<file path="config.mk">
export PLATFORM = sky130hd
export DESIGN_NAME = csr_file
export DESIGN_NICKNAME = d
export VERILOG_FILES = /design/src/rtl/csr_file_pkg.sv /design/src/rtl/csr_file_counter64.sv /design/src/rtl/csr_file.sv
export SDC_FILE = /design/constraint.sdc
export NUM_CORES = 1
export LEC_CHECK = 0
export BUFFER_PORTS_ARGS = -buffer_cell sky130_fd_sc_hd__buf_2
export CAP_MARGIN = 20
export CORE_MARGIN = 1.5
export CORE_UTILIZATION = 30
export DETAILED_ROUTE_END_ITERATION = 6
export GPL_ROUTABILITY_DRIVEN = 1
export GPL_TIMING_DRIVEN = 1
export PLACE_DENSITY = 0.59
export SLEW_MARGIN = 20
export SYNTH_ARGS = -nofsm -noshare
export SYNTH_HDL_FRONTEND = slang
export SYNTH_SLANG_ARGS = --single-unit
</file>
<file path="constraint.sdc">
create_clock -name clk_i -period 2.3 [get_ports clk_i]
set_input_delay 0.23 -clock clk_i [delete_from_list [all_inputs] [get_ports clk_i]]
set_output_delay 0.23 -clock clk_i [all_outputs]
set_load 0.01 [all_outputs]
</file>
<file path="src/rtl/csr_file_pkg.sv">
// Shared CSR definitions: data/address widths, CSR map, and field bit positions.
// Latency: none (constants and a pure helper function only).
// Backpressure: none.
package csr_file_pkg;

   localparam int DATA_WIDTH     = 32;
   localparam int CSR_ADDR_WIDTH = 12;

   typedef logic [CSR_ADDR_WIDTH-1:0] csr_addr_t;
   typedef logic [DATA_WIDTH-1:0]     csr_data_t;

   // Machine-mode CSRs
   localparam csr_addr_t CSR_MSTATUS   = 12'h300;
   localparam csr_addr_t CSR_MIE       = 12'h304;
   localparam csr_addr_t CSR_MTVEC     = 12'h305;
   localparam csr_addr_t CSR_MSCRATCH  = 12'h340;
   localparam csr_addr_t CSR_MEPC      = 12'h341;
   localparam csr_addr_t CSR_MCAUSE    = 12'h342;
   localparam csr_addr_t CSR_MIP       = 12'h344;
   localparam csr_addr_t CSR_MCYCLE    = 12'hB00;
   localparam csr_addr_t CSR_MCYCLEH   = 12'hB80;
   localparam csr_addr_t CSR_MINSTRET  = 12'hB02;
   localparam csr_addr_t CSR_MINSTRETH = 12'hB82;
   // Read-only user shadows of the counters
   localparam csr_addr_t CSR_CYCLE     = 12'hC00;
   localparam csr_addr_t CSR_CYCLEH    = 12'hC80;
   localparam csr_addr_t CSR_INSTRET   = 12'hC02;
   localparam csr_addr_t CSR_INSTRETH  = 12'hC82;

   // mstatus fields
   localparam int MSTATUS_MIE  = 3;
   localparam int MSTATUS_MPIE = 7;
   // mip / mie interrupt bits
   localparam int IRQ_MTI = 7;
   localparam int IRQ_MEI = 11;

   localparam csr_data_t MIE_WMASK = csr_data_t'((1 << IRQ_MTI) | (1 << IRQ_MEI));

   // Architectural mstatus view: MPP hardwired to machine mode (2'b11).
   function automatic csr_data_t mstatus_pack(input logic mie, input logic mpie);
      csr_data_t v;
      v = '0;
      v[12:11]        = 2'b11;
      v[MSTATUS_MIE]  = mie;
      v[MSTATUS_MPIE] = mpie;
      return v;
   endfunction

endpackage

</file>
<file path="src/rtl/csr_file_counter64.sv">
// 64-bit counter with independently writable 32-bit halves (mcycle / minstret).
// Latency: write or increment visible on count_o one cycle after the edge.
// Backpressure: none; a half-write freezes the other half for that cycle.
module csr_counter64
   import csr_file_pkg::*;
(
   input  logic                  clk_i,
   input  logic                  rst_i,
   input  logic                  inc_i,
   input  logic                  we_lo_i,
   input  logic                  we_hi_i,
   input  logic [DATA_WIDTH-1:0] wdata_i,
   output logic [63:0]           count_o
);

   logic [63:0] count_q;

   // Software write replaces one half without increment/carry; otherwise count up with full 64-bit carry.
   always_ff @(posedge clk_i) begin
      if (rst_i) begin
         count_q <= '0;
      end else if (we_lo_i || we_hi_i) begin
         if (we_lo_i) count_q[31:0]  <= wdata_i;
         if (we_hi_i) count_q[63:32] <= wdata_i;
      end else if (inc_i) begin
         count_q <= count_q + 64'd1;
      end
   end

   assign count_o = count_q;

endmodule

</file>
<file path="src/rtl/csr_file.sv">
// Machine-mode CSR file: WB-stage writes, trap/mret updates, 64-bit counters, one combinational read port.
// Latency: writes land at the next edge; the read port bypasses a same-address write in flight.
// Backpressure: none; every write, trap and mret is accepted in the cycle it is presented.
module csr_file
   import csr_file_pkg::*;
#(
   parameter logic [DATA_WIDTH-1:0] MTVEC_RESET = 32'h0000_0000
)
(
   input  logic                      clk_i,
   input  logic                      rst_i,
   input  logic                      csr_we_i,
   input  logic [CSR_ADDR_WIDTH-1:0] csr_waddr_i,
   input  logic [DATA_WIDTH-1:0]     csr_wdata_i,
   input  logic                      instret_incr_i,
   input  logic [CSR_ADDR_WIDTH-1:0] csr_raddr_i,
   output logic [DATA_WIDTH-1:0]     csr_rdata_o,
   input  logic                      trap_i,
   input  logic [DATA_WIDTH-1:0]     trap_epc_i,
   input  logic [DATA_WIDTH-1:0]     trap_cause_i,
   input  logic                      mret_i,
   input  logic                      irq_timer_i,
   input  logic                      irq_ext_i,
   output logic [DATA_WIDTH-1:0]     mtvec_o,
   output logic [DATA_WIDTH-1:0]     mepc_o,
   output logic                      mstatus_mie_o,
   output logic [DATA_WIDTH-1:0]     mie_o
);

   logic            mst_mie_q, mst_mpie_q;
   csr_data_t       mie_q, mtvec_q, mscratch_q, mepc_q, mcause_q;
   logic [63:0]     mcycle, minstret;
   csr_data_t       mip_val;
   csr_data_t       wr_masked;
   logic            wr_legal;

   assign mip_val = csr_data_t'({irq_ext_i, 3'b000, irq_timer_i, 7'b0});

   csr_counter64 u_mcycle (
      .clk_i   (clk_i),
      .rst_i   (rst_i),
      .inc_i   (1'b1),
      .we_lo_i (csr_we_i && csr_waddr_i == CSR_MCYCLE),
      .we_hi_i (csr_we_i && csr_waddr_i == CSR_MCYCLEH),
      .wdata_i (csr_wdata_i),
      .count_o (mcycle)
   );

   csr_counter64 u_minstret (
      .clk_i   (clk_i),
      .rst_i   (rst_i),
      .inc_i   (instret_incr_i),
      .we_lo_i (csr_we_i && csr_waddr_i == CSR_MINSTRET),
      .we_hi_i (csr_we_i && csr_waddr_i == CSR_MINSTRETH),
      .wdata_i (csr_wdata_i),
      .count_o (minstret)
   );

   // Write data as it will appear when read back; shared by the bypass path. Shadows, mip and holes are not writable.
   always_comb begin
      wr_masked = '0;
      wr_legal  = 1'b1;
      case (csr_waddr_i)
         CSR_MSTATUS:  wr_masked = mstatus_pack(csr_wdata_i[MSTATUS_MIE], csr_wdata_i[MSTATUS_MPIE]);
         CSR_MIE:      wr_masked = csr_wdata_i & MIE_WMASK;
         CSR_MEPC:     wr_masked = {csr_wdata_i[DATA_WIDTH-1:2], 2'b00};
         CSR_MTVEC, CSR_MSCRATCH, CSR_MCAUSE,
         CSR_MCYCLE, CSR_MCYCLEH, CSR_MINSTRET, CSR_MINSTRETH:
                       wr_masked = csr_wdata_i;
         default:      wr_legal  = 1'b0;
      endcase
   end

   // Register updates; trap beats mret beats a software write on overlapping fields.
   always_ff @(posedge clk_i) begin
      if (rst_i) begin
         mst_mie_q  <= 1'b0;
         mst_mpie_q <= 1'b0;
         mie_q      <= '0;
         mtvec_q    <= MTVEC_RESET;
         mscratch_q <= '0;
         mepc_q     <= '0;
         mcause_q   <= '0;
      end else begin
         if (csr_we_i) begin
            case (csr_waddr_i)
               CSR_MSTATUS: begin
                  mst_mie_q  <= csr_wdata_i[MSTATUS_MIE];
                  mst_mpie_q <= csr_wdata_i[MSTATUS_MPIE];
               end
               CSR_MIE:      mie_q      <= csr_wdata_i & MIE_WMASK;
               CSR_MTVEC:    mtvec_q    <= csr_wdata_i;
               CSR_MSCRATCH: mscratch_q <= csr_wdata_i;
               CSR_MEPC:     mepc_q     <= {csr_wdata_i[DATA_WIDTH-1:2], 2'b00};
               CSR_MCAUSE:   mcause_q   <= csr_wdata_i;
               default: ;
            endcase
         end
         if (trap_i) begin
            mepc_q     <= {trap_epc_i[DATA_WIDTH-1:2], 2'b00};
            mcause_q   <= trap_cause_i;
            mst_mpie_q <= mst_mie_q;
            mst_mie_q  <= 1'b0;
         end else if (mret_i) begin
            mst_mie_q  <= mst_mpie_q;
            mst_mpie_q <= 1'b1;
         end
      end
   end

   // Combinational read port with same-address write bypass.
   always_comb begin
      csr_rdata_o = '0;
      if (csr_we_i && wr_legal && csr_waddr_i == csr_raddr_i) begin
         csr_rdata_o = wr_masked;
      end else begin
         case (csr_raddr_i)
            CSR_MSTATUS:                  csr_rdata_o = mstatus_pack(mst_mie_q, mst_mpie_q);
            CSR_MIE:                      csr_rdata_o = mie_q;
            CSR_MTVEC:                    csr_rdata_o = mtvec_q;
            CSR_MSCRATCH:                 csr_rdata_o = mscratch_q;
            CSR_MEPC:                     csr_rdata_o = mepc_q;
            CSR_MCAUSE:                   csr_rdata_o = mcause_q;
            CSR_MIP:                      csr_rdata_o = mip_val;
            CSR_MCYCLE,    CSR_CYCLE:     csr_rdata_o = mcycle[31:0];
            CSR_MCYCLEH,   CSR_CYCLEH:    csr_rdata_o = mcycle[63:32];
            CSR_MINSTRET,  CSR_INSTRET:   csr_rdata_o = minstret[31:0];
            CSR_MINSTRETH, CSR_INSTRETH:  csr_rdata_o = minstret[63:32];
            default:                      csr_rdata_o = '0;
         endcase
      end
   end

   assign mtvec_o       = mtvec_q;
   assign mepc_o        = mepc_q;
   assign mstatus_mie_o = mst_mie_q;
   assign mie_o         = mie_q;

endmodule

</file>
==> results by group <==
Run status
  – Status: complete, but fails checks
  – Failing checks: negative setup slack

Finish
  – Most common cell after layout, fill and taps aside: nand2_1
  – Area delta synth->final: 43.1%
  – Final net count: between 2k and 3k
  – Area of the multi-input gates: between 10000 and 15000 um^2
  – Post-Layout Cell Count: 3429
  – Most frequent cells in the layout: nand2_1 (352), buf_4 (317), a21oi_1 (216)
  – Antenna diodes: 0
  – Post-route core utilization: a little over two fifths
  – Fraction of layout cells with a size suffix above 1: roughly 32%
  – Fillers: 5433
  – Storage cell area: ~5200 um^2

Worst hold path
  – Hold crit path type: in2reg
  – Hold path start: csr_wdata_i[3]
  – Hold path depth: 3
  – Hold Path End: mtvec_o[3]

CTS
  – # clock sinks: between 200 and 300
  – CTS buffer count: 31
  – CTS tree: done
  – Register clock-pin slew on the reported worst setup and hold paths: around 0.06 ns
  – Clock Path Buffers: 3
  – Root Driver: clkbuf_16
  – Clk_lat worst skew: roughly 0.6 ns
  – CTS H-tree lvls: 1

Power and ir drop
  – Leakage power: between 9 and 10 nW
  – Max VDD drop: 555 uV
  – PD cells: roughly 480 nW/um^2

Synthesis
  – Synth Area in Simple Gates: between 20% and 30%
  – Mux cell area share after synthesis: 11.1%
  – Ys async rst share: 0%
  – Warnings from Yosys: 0
  – Most used DFF post-synth: dfxtp_1
  – Seq/Total Area, Yosys: between 30% and 40%
  – Synth top area share: between 30% and 40%
  – Post-Synth Adder-Cell Area: less than 1%
  – Area contributors post-synth: dfxtp_1 (31%), nand2_1 (8.1%), a21oi_1 (6.7%), mux2i_1 (6.1%), nor2_1 (4.4%)
  – Syn Area/Cell: about 7.4 um^2
  – Number of cells produced by synthesis: between 2k and 2.5k
  – Main combinational cell family by area after synthesis: simple AND/OR/NAND/NOR gates
  – Seq cells post-synth: about 260
  – Synth Area in Compound Gates: between 20% and 30%
  – XOR/XNOR Fraction of Synth Area: 1.22%
  – Mapped Area: 16600 um^2
  – Synth unique cells: between 70 and 80
  – Cell taking the most area after synthesis: dfxtp_1
  – EDFF count, synth: 0

Drt
  – Vias: 20.3k
  – DR WL/cell: about 25 um
  – Remaining DRCs: 0
  – DR iter-0 viols: around 2.2k
  – Drt total wl: 84600 um
  – Pre-antenna DRT Iters: 6
  – Remaining antenna violation count: 0
  – DR vias/cell: roughly 5.9

Global route
  – GRT busiest layer: met2
  – Vias in the first global route: about 19k
  – First-pass GRT wire length: about 120000 um
  – Gr ovfl total: 0
  – Global-route met1 utilization: between 30% and 40%
  – Initial antenna violation count: 0
  – GR Util All Layers: about 28%
  – Met2 Use GR: 46.1%
  – M3 GR Usage: approximately 4.4%
  – Largest net degree at the start of global routing: between 100 and 150

Place
  – IO buf count: about 220
  – HPWL Detailed: between 60000 and 70000 um
  – Routability cong.: approximately 0.98
  – Placed cell count: 3293

STA
  – Final setup margin: -0.0488 ns
  – Final Max Slew Viols: 0
  – Setup violations, final: 12
  – Min Tclk post-route: 2.35 ns
  – Slew HR: between 50 and 60%
  – Slew @ Worst Pin: approximately 0.69 ns
  – Hold Vio Cnt, Final: 0
  – Max Clock Skew: between 0.03 and 0.04 ns
  – RSZ-0062 raised after global routing: yes
  – F_max: roughly 430 MHz
  – Post-route clock period utilization: 102%

Floorplan
  – Die ar.: 56700 um^2
  – Row cnt: 85
  – Die width: between 200 and 250 um
  – I/O pins: roughly 260
  – Initial core utilization: between 30% and 40%
  – Height of the die: around 240 um
  – Core area: approximately 54000 um^2

Setup path
  – RR Endpoint: u_minstret.count_o[56]
  – CP max FO: 7
  – WP data required: 2.07 ns
  – R2R setup slack: roughly 0.03 ns
  – Critical setup path kind: in2out
  – Crit path DAT: 2.12 ns
  – Element type at the critical path end: output pin
  – Type of origin of the critical path: input port
  – Worst flop-to-flop path startpoint: u_minstret.count_o[0]
  – Worst Reg-to-Reg Cells: 8

Job
  – Total of max-cap violations: 0
-- worst max path at each step --
| stage | start | endpoint | slack, ns | cells past startpoint |
|---|---|---|---|---|
| floorplan | u_minstret.count_o[0] | u_minstret.count_o[52] | 0.03 | 8 |
| global placement | csr_raddr_i[10] | csr_rdata_o[31] | -0.21 | 11 |
| detailed placement | csr_raddr_i[10] | csr_rdata_o[31] | -0.25 | 11 |
| CTS | u_minstret.count_o[9] | csr_rdata_o[9] | -0.06 | 5 |
| global route | csr_waddr_i[5] | csr_rdata_o[10] | -0.07 | 10 |
| finish | csr_raddr_i[10] | csr_rdata_o[31] | -0.05 | 10 |
-- cells in the mapped netlist (23+ instances only) --
master,n
nand4_1,63
a22oi_1,41
buf_4,32
nor4_1,30
o21ai_0,109
and3_1,27
a31oi_1,36
clkbuf_1,172
nor3_1,59
nand3_1,71
mux2_2,49
and4_1,23
nand2_1,357
nor2_1,193
dfxtp_1,258
a21oi_1,221
mux2i_1,101
-- cells by family (layout without fill, tap and decap cells) --
| group | count (synthesis) | in the layout |
|---|---|---|
| AND/OR/NAND/NOR | 936 | 936 |
| AO/OA/AOI/OAI | 593 | 593 |
| flip-flops | 258 | 258 |
| buffers and inverters | 252 | 727 |
| multiplexers | 162 | 162 |
| XOR/XNOR | 23 | 23 |
| adder cells (fa/ha/maj) | 2 | 2 |
| other | 1 | 32 |
-- layer usage --
layer	wire length, um	part of all wire, %	up-vias
met5	0	0	-
met4	3740	4.4	0
met3	8370	9.9	223
met2	39100	46	1229
met1	33400	39	9820
li1	-	-	9075
-- registers in the layout, summed over array words and instances, names as in the netlist --
name / cells
mcause_q: 32
mst_mpie_q: 1
u_mcycle.count_o: 64
mscratch_q: 32
mtvec_o: 32
u_minstret.count_o: 64
mstatus_mie_o: 1
mepc_o: 30
mie_o: 2
-- through the flow --
stage / area (um^2) / worst slack [ns] / power, mW / hold slack (ns) / setup TNS, ns
global route: 23700 / -0.0738 / 11.7 / 0.0326 / -0.993
CTS: 22900 / -0.0592 / 11.3 / 0.00927 / -0.380
finish: 23700 / -0.0488 / 11.4 / 0.0238 / -0.254
global placement: 20700 / -0.214 / 5.76 / 0.436 / -2.45
detailed placement: 20700 / -0.253 / 5.78 / 0.443 / -3.67
floorplan: 16700 / 0.0302 / 5.28 / 0.366 / 0
-- critical path: stages --
cell and delay, ns:
buf_8 0.11, nor4bb_4 0.30, buf_4 0.20, and2_4 0.15, o211ai_1 0.14, a32o_2 0.32, buf_12 0.14, clkbuf_16 0.18
o21ai_4 0.21, buf_6 0.13
-- where the power goes --
part	switching, mW	internal [mW]
combinational	0.766	0.512
sequential	0.0620	4.53
clock	2.17	3.31
-- cell type report --
class | instances | share of cell area [%]
clock inverter | 17 | 1.05
multi-input combinational | 1748 | 47.4
inverter | 19 | 0.301
clock buffer | 41 | 3.64
tap | 696 | 3.67
timing repair buffer | 650 | 21.8
sequential | 258 | 22.1
-- what timing repair did --
| item | in CTS | in global routing |
|---|---|---|
| setup endpoints to repair | 35 | 54 |
| endpoints found under the hold margin | 64 | 0 |
| cloned | 1 | 3 |
| setup buffers | 19 | 17 |
| pin swaps | 35 | 56 |
| gates resized for setup | 135 | 133 |
| hold buffers | 63 | 0 |
(Power assumes the default switching activity.)
